===== src/rtl/amux_seq_pkg.sv =====
// amux_seq_pkg: shared types and constants for the analog mux select sequencer.
package amux_seq_pkg;

  // Width of the shared settle / conversion-timeout down-counter
  localparam int unsigned CNT_W = 16;

  typedef enum logic [1:0] {
    IDLE    = 2'd0,
    SETTLE  = 2'd1,
    CONVERT = 2'd2,
    RESP    = 2'd3
  } state_e;

endpackage


===== src/rtl/amux_seq_timer.sv =====
// amux_seq_timer: loadable down-counter that stops at zero, with an expiry flag.
module amux_seq_timer
  import amux_seq_pkg::*;
(
  input  logic             clk,
  input  logic             reset,
  input  logic             load,
  input  logic             en,
  input  logic [CNT_W-1:0] load_val,
  output logic             expired_c
);

  logic [CNT_W-1:0] cnt;

  // Load has priority over counting; the count holds once it reaches zero
  always_ff @(posedge clk) begin
    if (reset) begin
      cnt <= '0;
    end else if (load) begin
      cnt <= load_val;
    end else if (en && (cnt != '0)) begin
      cnt <= cnt - CNT_W'(1);
    end
  end

  assign expired_c = (cnt == '0);

endmodule


===== src/rtl/amux_sel_seq.sv =====
// amux_sel_seq: drives the analog mux select bus, waits for settling, runs one
// ADC conversion per request and returns the tagged result.
// Optional feature macro: AMUX_SCAN_EN (autonomous round-robin channel scan).
module amux_sel_seq
  import amux_seq_pkg::*;
#(
  parameter int unsigned NCH           = 4,
  parameter int unsigned CHW           = $clog2(NCH),
  parameter int unsigned DATA_W        = 10,
  parameter int unsigned SETTLE_CYCLES = 8,
  parameter int unsigned ADC_TIMEOUT   = 255
) (
  input  logic              clk,
  input  logic              reset,
  input  logic              req_valid,
  output logic              req_ready,
  input  logic [CHW-1:0]    req_chan,
  output logic [CHW-1:0]    sel,
  output logic              adc_start,
  input  logic              adc_done,
  input  logic [DATA_W-1:0] adc_data,
  output logic              rsp_valid,
  input  logic              rsp_ready,
  output logic [CHW-1:0]    rsp_chan,
  output logic [DATA_W-1:0] rsp_data,
  output logic              rsp_err,
  output logic              busy,
  input  logic              scan_en,
  input  logic [NCH-1:0]    scan_mask
);

  // Settle load is one less so that SETTLE lasts exactly SETTLE_CYCLES cycles
  localparam logic [CNT_W-1:0] SETTLE_LOAD  = CNT_W'(SETTLE_CYCLES - 1);
  localparam logic [CNT_W-1:0] TIMEOUT_LOAD = CNT_W'(ADC_TIMEOUT);

  state_e              state, state_d;
  logic [CHW-1:0]      sel_d;
  logic                adc_start_d;
  logic                rsp_valid_d;
  logic [CHW-1:0]      rsp_chan_d;
  logic [DATA_W-1:0]   rsp_data_d;
  logic                rsp_err_d;
  logic                tmr_load;
  logic                tmr_en;
  logic [CNT_W-1:0]    tmr_val;
  logic                tmr_expired_c;

  logic                scan_req;
  logic [CHW-1:0]      scan_chan;
  logic                acc_valid;
  logic [CHW-1:0]      acc_chan;
  logic                acc_bad;

`ifdef AMUX_SCAN_EN
  logic [CHW-1:0] last_scan;
  logic           scan_hit;

  // Next enabled channel after last_scan, wrapping to the lowest enabled one
  always_comb begin
    scan_hit  = 1'b0;
    scan_chan = last_scan;
    for (int c = int'(NCH) - 1; c >= 0; c--) begin
      if (scan_mask[c]) begin
        scan_hit  = 1'b1;
        scan_chan = CHW'(c);
      end
    end
    for (int c = int'(NCH) - 1; c >= 0; c--) begin
      if (scan_mask[c] && (c > int'(last_scan))) begin
        scan_chan = CHW'(c);
      end
    end
  end

  assign scan_req = scan_en & scan_hit;

  // Remember the last self-issued channel; starts at NCH-1 so channel 0 is first
  always_ff @(posedge clk) begin
    if (reset) begin
      last_scan <= CHW'(NCH - 1);
    end else if ((state == IDLE) && !req_valid && scan_req) begin
      last_scan <= scan_chan;
    end
  end
`else
  logic unused_scan;

  assign scan_req    = 1'b0;
  assign scan_chan   = '0;
  assign unused_scan = ^{scan_en, scan_mask};
`endif

  // External requests always win over the scan engine
  assign acc_valid = req_valid | scan_req;
  assign acc_chan  = req_valid ? req_chan : scan_chan;
  assign acc_bad   = (32'(acc_chan) >= NCH);

  assign req_ready = (state == IDLE);
  assign busy      = (state != IDLE);
  assign tmr_en    = (state == SETTLE) || (state == CONVERT);

  amux_seq_timer u_timer (
    .clk       (clk),
    .reset     (reset),
    .load      (tmr_load),
    .en        (tmr_en),
    .load_val  (tmr_val),
    .expired_c (tmr_expired_c)
  );

  // Next-state and next-output decode
  always_comb begin
    state_d     = state;
    sel_d       = sel;
    adc_start_d = 1'b0;
    rsp_valid_d = rsp_valid;
    rsp_chan_d  = rsp_chan;
    rsp_data_d  = rsp_data;
    rsp_err_d   = rsp_err;
    tmr_load    = 1'b0;
    tmr_val     = '0;
    case (state)
      IDLE: begin
        if (acc_valid) begin
          if (acc_bad) begin
            state_d     = RESP;
            rsp_valid_d = 1'b1;
            rsp_chan_d  = acc_chan;
            rsp_data_d  = '0;
            rsp_err_d   = 1'b1;
          end else if (acc_chan == sel) begin
            state_d     = CONVERT;
            adc_start_d = 1'b1;
            tmr_load    = 1'b1;
            tmr_val     = TIMEOUT_LOAD;
          end else begin
            state_d  = SETTLE;
            sel_d    = acc_chan;
            tmr_load = 1'b1;
            tmr_val  = SETTLE_LOAD;
          end
        end
      end
      SETTLE: begin
        if (tmr_expired_c) begin
          state_d     = CONVERT;
          adc_start_d = 1'b1;
          tmr_load    = 1'b1;
          tmr_val     = TIMEOUT_LOAD;
        end
      end
      CONVERT: begin
        // adc_start marks the first CONVERT cycle, where adc_done is ignored
        if (!adc_start) begin
          if (adc_done) begin
            state_d     = RESP;
            rsp_valid_d = 1'b1;
            rsp_chan_d  = sel;
            rsp_data_d  = adc_data;
            rsp_err_d   = 1'b0;
          end else if (tmr_expired_c) begin
            state_d     = RESP;
            rsp_valid_d = 1'b1;
            rsp_chan_d  = sel;
            rsp_data_d  = '0;
            rsp_err_d   = 1'b1;
          end
        end
      end
      RESP: begin
        if (rsp_ready) begin
          state_d     = IDLE;
          rsp_valid_d = 1'b0;
        end
      end
      default: begin
        state_d = IDLE;
      end
    endcase
  end

  // State and registered outputs
  always_ff @(posedge clk) begin
    if (reset) begin
      state     <= IDLE;
      sel       <= '0;
      adc_start <= 1'b0;
      rsp_valid <= 1'b0;
      rsp_chan  <= '0;
      rsp_data  <= '0;
      rsp_err   <= 1'b0;
    end else begin
      state     <= state_d;
      sel       <= sel_d;
      adc_start <= adc_start_d;
      rsp_valid <= rsp_valid_d;
      rsp_chan  <= rsp_chan_d;
      rsp_data  <= rsp_data_d;
      rsp_err   <= rsp_err_d;
    end
  end

endmodule

===== config.mk =====
export PLATFORM = sky130hd
export DESIGN_NAME = amux_sel_seq
export DESIGN_NICKNAME = d
export VERILOG_FILES = /design/src/rtl/amux_seq_pkg.sv /design/src/rtl/amux_seq_timer.sv /design/src/rtl/amux_sel_seq.sv
export SDC_FILE = /design/constraint.sdc
export NUM_CORES = 1
export LEC_CHECK = 0
export ABC_AREA = 1
export CORE_MARGIN = 5
export CORE_UTILIZATION = 46
export CTS_CLUSTER_SIZE = 40
export DETAILED_ROUTE_END_ITERATION = 10
export PLACE_DENSITY_LB_ADDON = 0.15
export SYNTH_ARGS = -nofsm -noshare
export SYNTH_HDL_FRONTEND = slang
export SYNTH_SLANG_ARGS = --single-unit

===== constraint.sdc =====
create_clock -name clk -period 1.4 [get_ports clk]
set_input_delay 0.28 -clock clk [delete_from_list [all_inputs] [get_ports clk]]
set_output_delay 0.28 -clock clk [all_outputs]
set_load 0.1 [all_outputs]

==> metrics.sh <==
MAX_FREQ_MHz=638
TIMING.CRITICAL_PATH.REQUIRED_PS=1580
GRT_REMAINING_OVERFLOW=0
INITIAL_ANTENNA_VIOLATION_COUNT=0
AREA_DELTA_SYNTH_FINAL_PCT=73.7
LAYOUT-DRIVE-GT1-SHARE_PCT=43.9
SYNTH.FF_LATCH_COUNT=35
WORSTHOLDENDPOINT='u_timer.cnt[0]$_SDFFE_PP0P_'
SYN_AVG_CELL_AREA_UM2=6.85
TYPE_OF_THE_TIGHTEST_MIN_DELAY_CHECK='flop to flop'
CLOCK_TREE.BUFFER_DEPTH=2
ROUTED_WIRELENGTH_UM=6410
CRIT_PATH_START_KIND='flop'
FIRST_DRT_ITERATION_DRCS=99
MAX_CAP_VIOLATIONS=0
DRT_FIRST_PASS_ITERS=4
LARGEST_NET_DEGREE_AT_THE_START_OF_GLOBAL_ROUTING=12
CRITICAL_PATH_SINK_TYPE='flop'
POST_SYNTH_MAIN_AREA_CONTRIBUTORS='sky130_fd_sc_hd__dfxtp_1 (36%), sky130_fd_sc_hd__nand2_1 (14%), sky130_fd_sc_hd__nor2_1 (8.1%), sky130_fd_sc_hd__a21oi_1 (6.4%), sky130_fd_sc_hd__inv_1 (5.2%)'
FINAL_CELL_COUNT_WITHOUT_FILLERS=424
ROUTED-VIA-COUNT=2200
CELLPOWERDENSITY_nW_PER_UM2=2530
AREA_OF_THE_MAPPED_NETLIST_UM2=1950
SLEW_HEADROOM_PCT=74.7
CTS_TREE='done'
NUMCTSBUFFERS=5
SYNTH_SIMPLE_GATE_AREA_SHARE_PCT=40.0
POST-DP-HPWL_UM=3900
SETUP_SLACK_PS=-168
INSERTION_DELAY_PS=290
TIMING_WORST_SETUP_PATH_TYPE='flop to flop'
FIN_HOLD_WS_PS=477
HOLD_PATH.STARTPOINT='u_timer.cnt[0]$_SDFFE_PP0P_'
SEQ_AREA_FRAC_SYNTH_PCT=35.9
CORE_AREA_UM2=4060
ANTENNA_CELLS_INSERTED=0
FINALINSTANCEAREA_UM2=3390
WORST_IR_DROP_VDD_mV=1.37
NETLIST_TOP_CELLS_COUNT='sky130_fd_sc_hd__nand2_1 (74), sky130_fd_sc_hd__nor2_1 (42), sky130_fd_sc_hd__dfxtp_1 (35), sky130_fd_sc_hd__inv_1 (27), sky130_fd_sc_hd__a21oi_1 (25)'
PORT_BUFFERS=35
YOSYS.CELL_COUNT.TOP_TYPE='sky130_fd_sc_hd__nand2_1'
HOLD_BUFFERS=0
COMPOUND_GATE_PORTION_OF_THE_SYNTHESIZED_AREA_PCT=11.1
REPORT.FINAL.SETUP_VIOL=25
CRITICAL_PATH_PEAK_FANOUT=7
POSTSYNTH.TOPFLOPCELL='sky130_fd_sc_hd__dfxtp_1'
YS_TYPES=33
FINAL.MIN_CLOCK_PERIOD_PS=1570
GLOBAL_ROUTE.USAGE.TOTAL_PCT=22.0
PLACE_WS_PS=-248
FINALWEIGHTEDCONGESTION=0.876
WORST_SETUP_HOLD_PATH_CLK_SLEW_PS=70
DETAIL_ROUTE.WL_PER_CELL_UM=15.1
CRIT_SHARE_POST_ROUTE_PCT=112
CORE.ROWCOUNT=23
PLACEMENT.CELL_AREA_UM2=2870
SYNTH-XOR-AREA-SHARE_PCT=1.79
DESIGN.FINAL.NETS=401
FLOORPLAN.DIE.HEIGHT_UM=75.1
CTSHTREEMAXLEVEL=2
FF2FF_PATH_DEPTH=8
DESIGN.DIE.AREA_UM2=5650
CRIT_ARRIVAL_PS=1750
SYNTH_TOP_FAMILY_BY_AREA='simple AND/OR/NAND/NOR gates'
STATUS='finished, violations left'
SYN_INST=285
CTS.SINK_COUNT=35
MIN_DELAY_PATH_DEPTH=2
REGTOREGENDPOINT='u_timer.cnt[6]$_SDFFE_PP0P_'
REMAINING_DRC_ERRORS=0
REPORT.FINAL.SLEW_VIOL_COUNT=0
SYNTH.TOP_CELL.AREA_SHARE_PCT=35.9
CLOCK_ROOT_CELL='sky130_fd_sc_hd__clkbuf_8'
SYNTH-ASYNC-RESET-RATIO_PCT=0
TOTAL_LEAKAGE_POWER_nW=1.43
IO_PINS=41
START_UTIL_PCT=48.1
YOSYSWARNINGCOUNT=0
DIEWIDTH_UM=75.1
SYNTH_MUX_AREA_SHARE_PCT=0
DP_CELLS=405
ADDER_CELL_SHARE_OF_THE_SYNTHESIZED_AREA_PCT=3.85
VIASPERCELL=5.19
WORST_R2R_STARTPOINT='u_timer.cnt[7]$_SDFFE_PP0P_'
FIRST_GLOBAL_VIAS=2083
WORST-R2R-SETUP-SLACK_PS=-170
ANT_NETS_AFTER_ROUTE=0
HOLD_VIOL=0
GRT_SETUP_UNREPAIRED='yes'
NUMBER_OF_ENABLE_FLIP_FLOP_CELLS_AFTER_SYNTHESIS=0
WORST_SLEW_PIN_SLEW_PS=379
GRT_FIRST_PASS_WIRELENGTH_UM=9340
SYNTH.NET_COUNT=313
FAILING_CHECKS='setup timing'
FINAL.SETUP_SKEW_PS=6.98
SYNTH_AREA_LEADER_CELL='sky130_fd_sc_hd__dfxtp_1'
## cells in the final DEF (no fill, tap or decap), types with 5 or more instances in the layout
cell,count
sky130_fd_sc_hd__a21oi_2,7
sky130_fd_sc_hd__nand2_1,63
sky130_fd_sc_hd__buf_4,42
sky130_fd_sc_hd__dfxtp_1,27
sky130_fd_sc_hd__clkdlybuf4s50_1,15
sky130_fd_sc_hd__buf_6,8
sky130_fd_sc_hd__nand3_2,6
sky130_fd_sc_hd__ha_4,5
sky130_fd_sc_hd__nor2_2,10
sky130_fd_sc_hd__inv_1,19
sky130_fd_sc_hd__o21ai_1,8
sky130_fd_sc_hd__inv_2,6
sky130_fd_sc_hd__dfxtp_2,6
sky130_fd_sc_hd__buf_12,19
sky130_fd_sc_hd__nor2_4,9
sky130_fd_sc_hd__a21oi_1,19
sky130_fd_sc_hd__nand2_4,6
sky130_fd_sc_hd__nand2_2,8
sky130_fd_sc_hd__clkbuf_8,7
sky130_fd_sc_hd__nor2_1,32
sky130_fd_sc_hd__nand3_1,9
## cell type report
cell class / count / area [um^2]
multi-input cells: 216 / 1430
repair buffers: 85 / 948
flip-flops and latches: 35 / 716
fillers: 233 / 668
inverters: 30 / 129
clock buffers: 8 / 100
well taps: 50 / 62.6
## power breakdown
group          switching [mW]  internal [mW]  leakage (nW)
Sequential              0.249           1.26         0.289
Clock                   0.373          0.449        0.0515
Combinational            3.65           2.60          1.09
Total                    4.28           4.31          1.43
## per-layer routing
| layer | share of wire (%) | track usage (%) |
|---|---|---|
| met1 | 39 | 25.4 |
| met2 | 52 | 38.0 |
| met3 | 4.9 | 6.81 |
| met4 | 3.8 | 8.74 |
| met5 | 0 | 0 |
## sequential cells by signal (all words and copies together), names as in the netlist
name and cells:
rsp_valid 1, u_timer.cnt 16, rsp_data 10, rsp_err 1
rsp_chan 2, adc_start 1, sel 2, state 2
## critical path, stage by stage, from the launching register on
cell,delay (ps)
sky130_fd_sc_hd__dfxtp_1,360
sky130_fd_sc_hd__nor2_2,160
sky130_fd_sc_hd__nand2_2,100
sky130_fd_sc_hd__nor2_4,160
sky130_fd_sc_hd__nand2_4,130
sky130_fd_sc_hd__nand2_8,140
sky130_fd_sc_hd__nand3_4,150
sky130_fd_sc_hd__o21ai_1,190
sky130_fd_sc_hd__nor2_1,80
## stage by stage
stage          util (%)  TNS, ps  total power, mW
2_1_floorplan         -    -2080             4.59
6_report           83.5    -1680             8.59
4_1_cts            79.0     -741             7.87
3_3_place_gp       70.6    -2600             6.14
3_5_place_dp       70.6    -3270             6.24
5_1_grt            83.5    -4260             9.09
## logic make-up after synthesis
| logic type | after synthesis |
|---|---|
| buffers and inverters | 35 |
| XOR/XNOR | 4 |
| adder cells (fa/ha/maj) | 6 |
| AO/OA/AOI/OAI | 41 |
| AND/OR/NAND/NOR | 164 |
| flip-flops | 35 |
## worst max path at each step
stage	depth (start not counted)	to	slack, ps	startpoint
after CTS	5	busy	-120	state[0]$_SDFFE_PP0P_
after detailed placement	8	state[0]$_SDFFE_PP0P_	-250	req_valid
final	8	u_timer.cnt[6]$_SDFFE_PP0P_	-170	u_timer.cnt[7]$_SDFFE_PP0P_
after floorplan	9	state[0]$_SDFFE_PP0P_	-640	state[1]$_SDFFE_PP0P_
after global placement	9	u_timer.cnt[3]$_SDFFE_PP0P_	-210	req_valid
after global routing	8	u_timer.cnt[6]$_SDFFE_PP0P_	-250	u_timer.cnt[7]$_SDFFE_PP0P_
## repair_timing
item / CTS / global route
pin swaps: 24 / 18
resized for setup: 53 / 41
cloned: 1 / 0
setup buffers: 9 / 1
setup endpoints to repair: 25 / 37
Note: power is estimated with default switching activity, not from simulation.
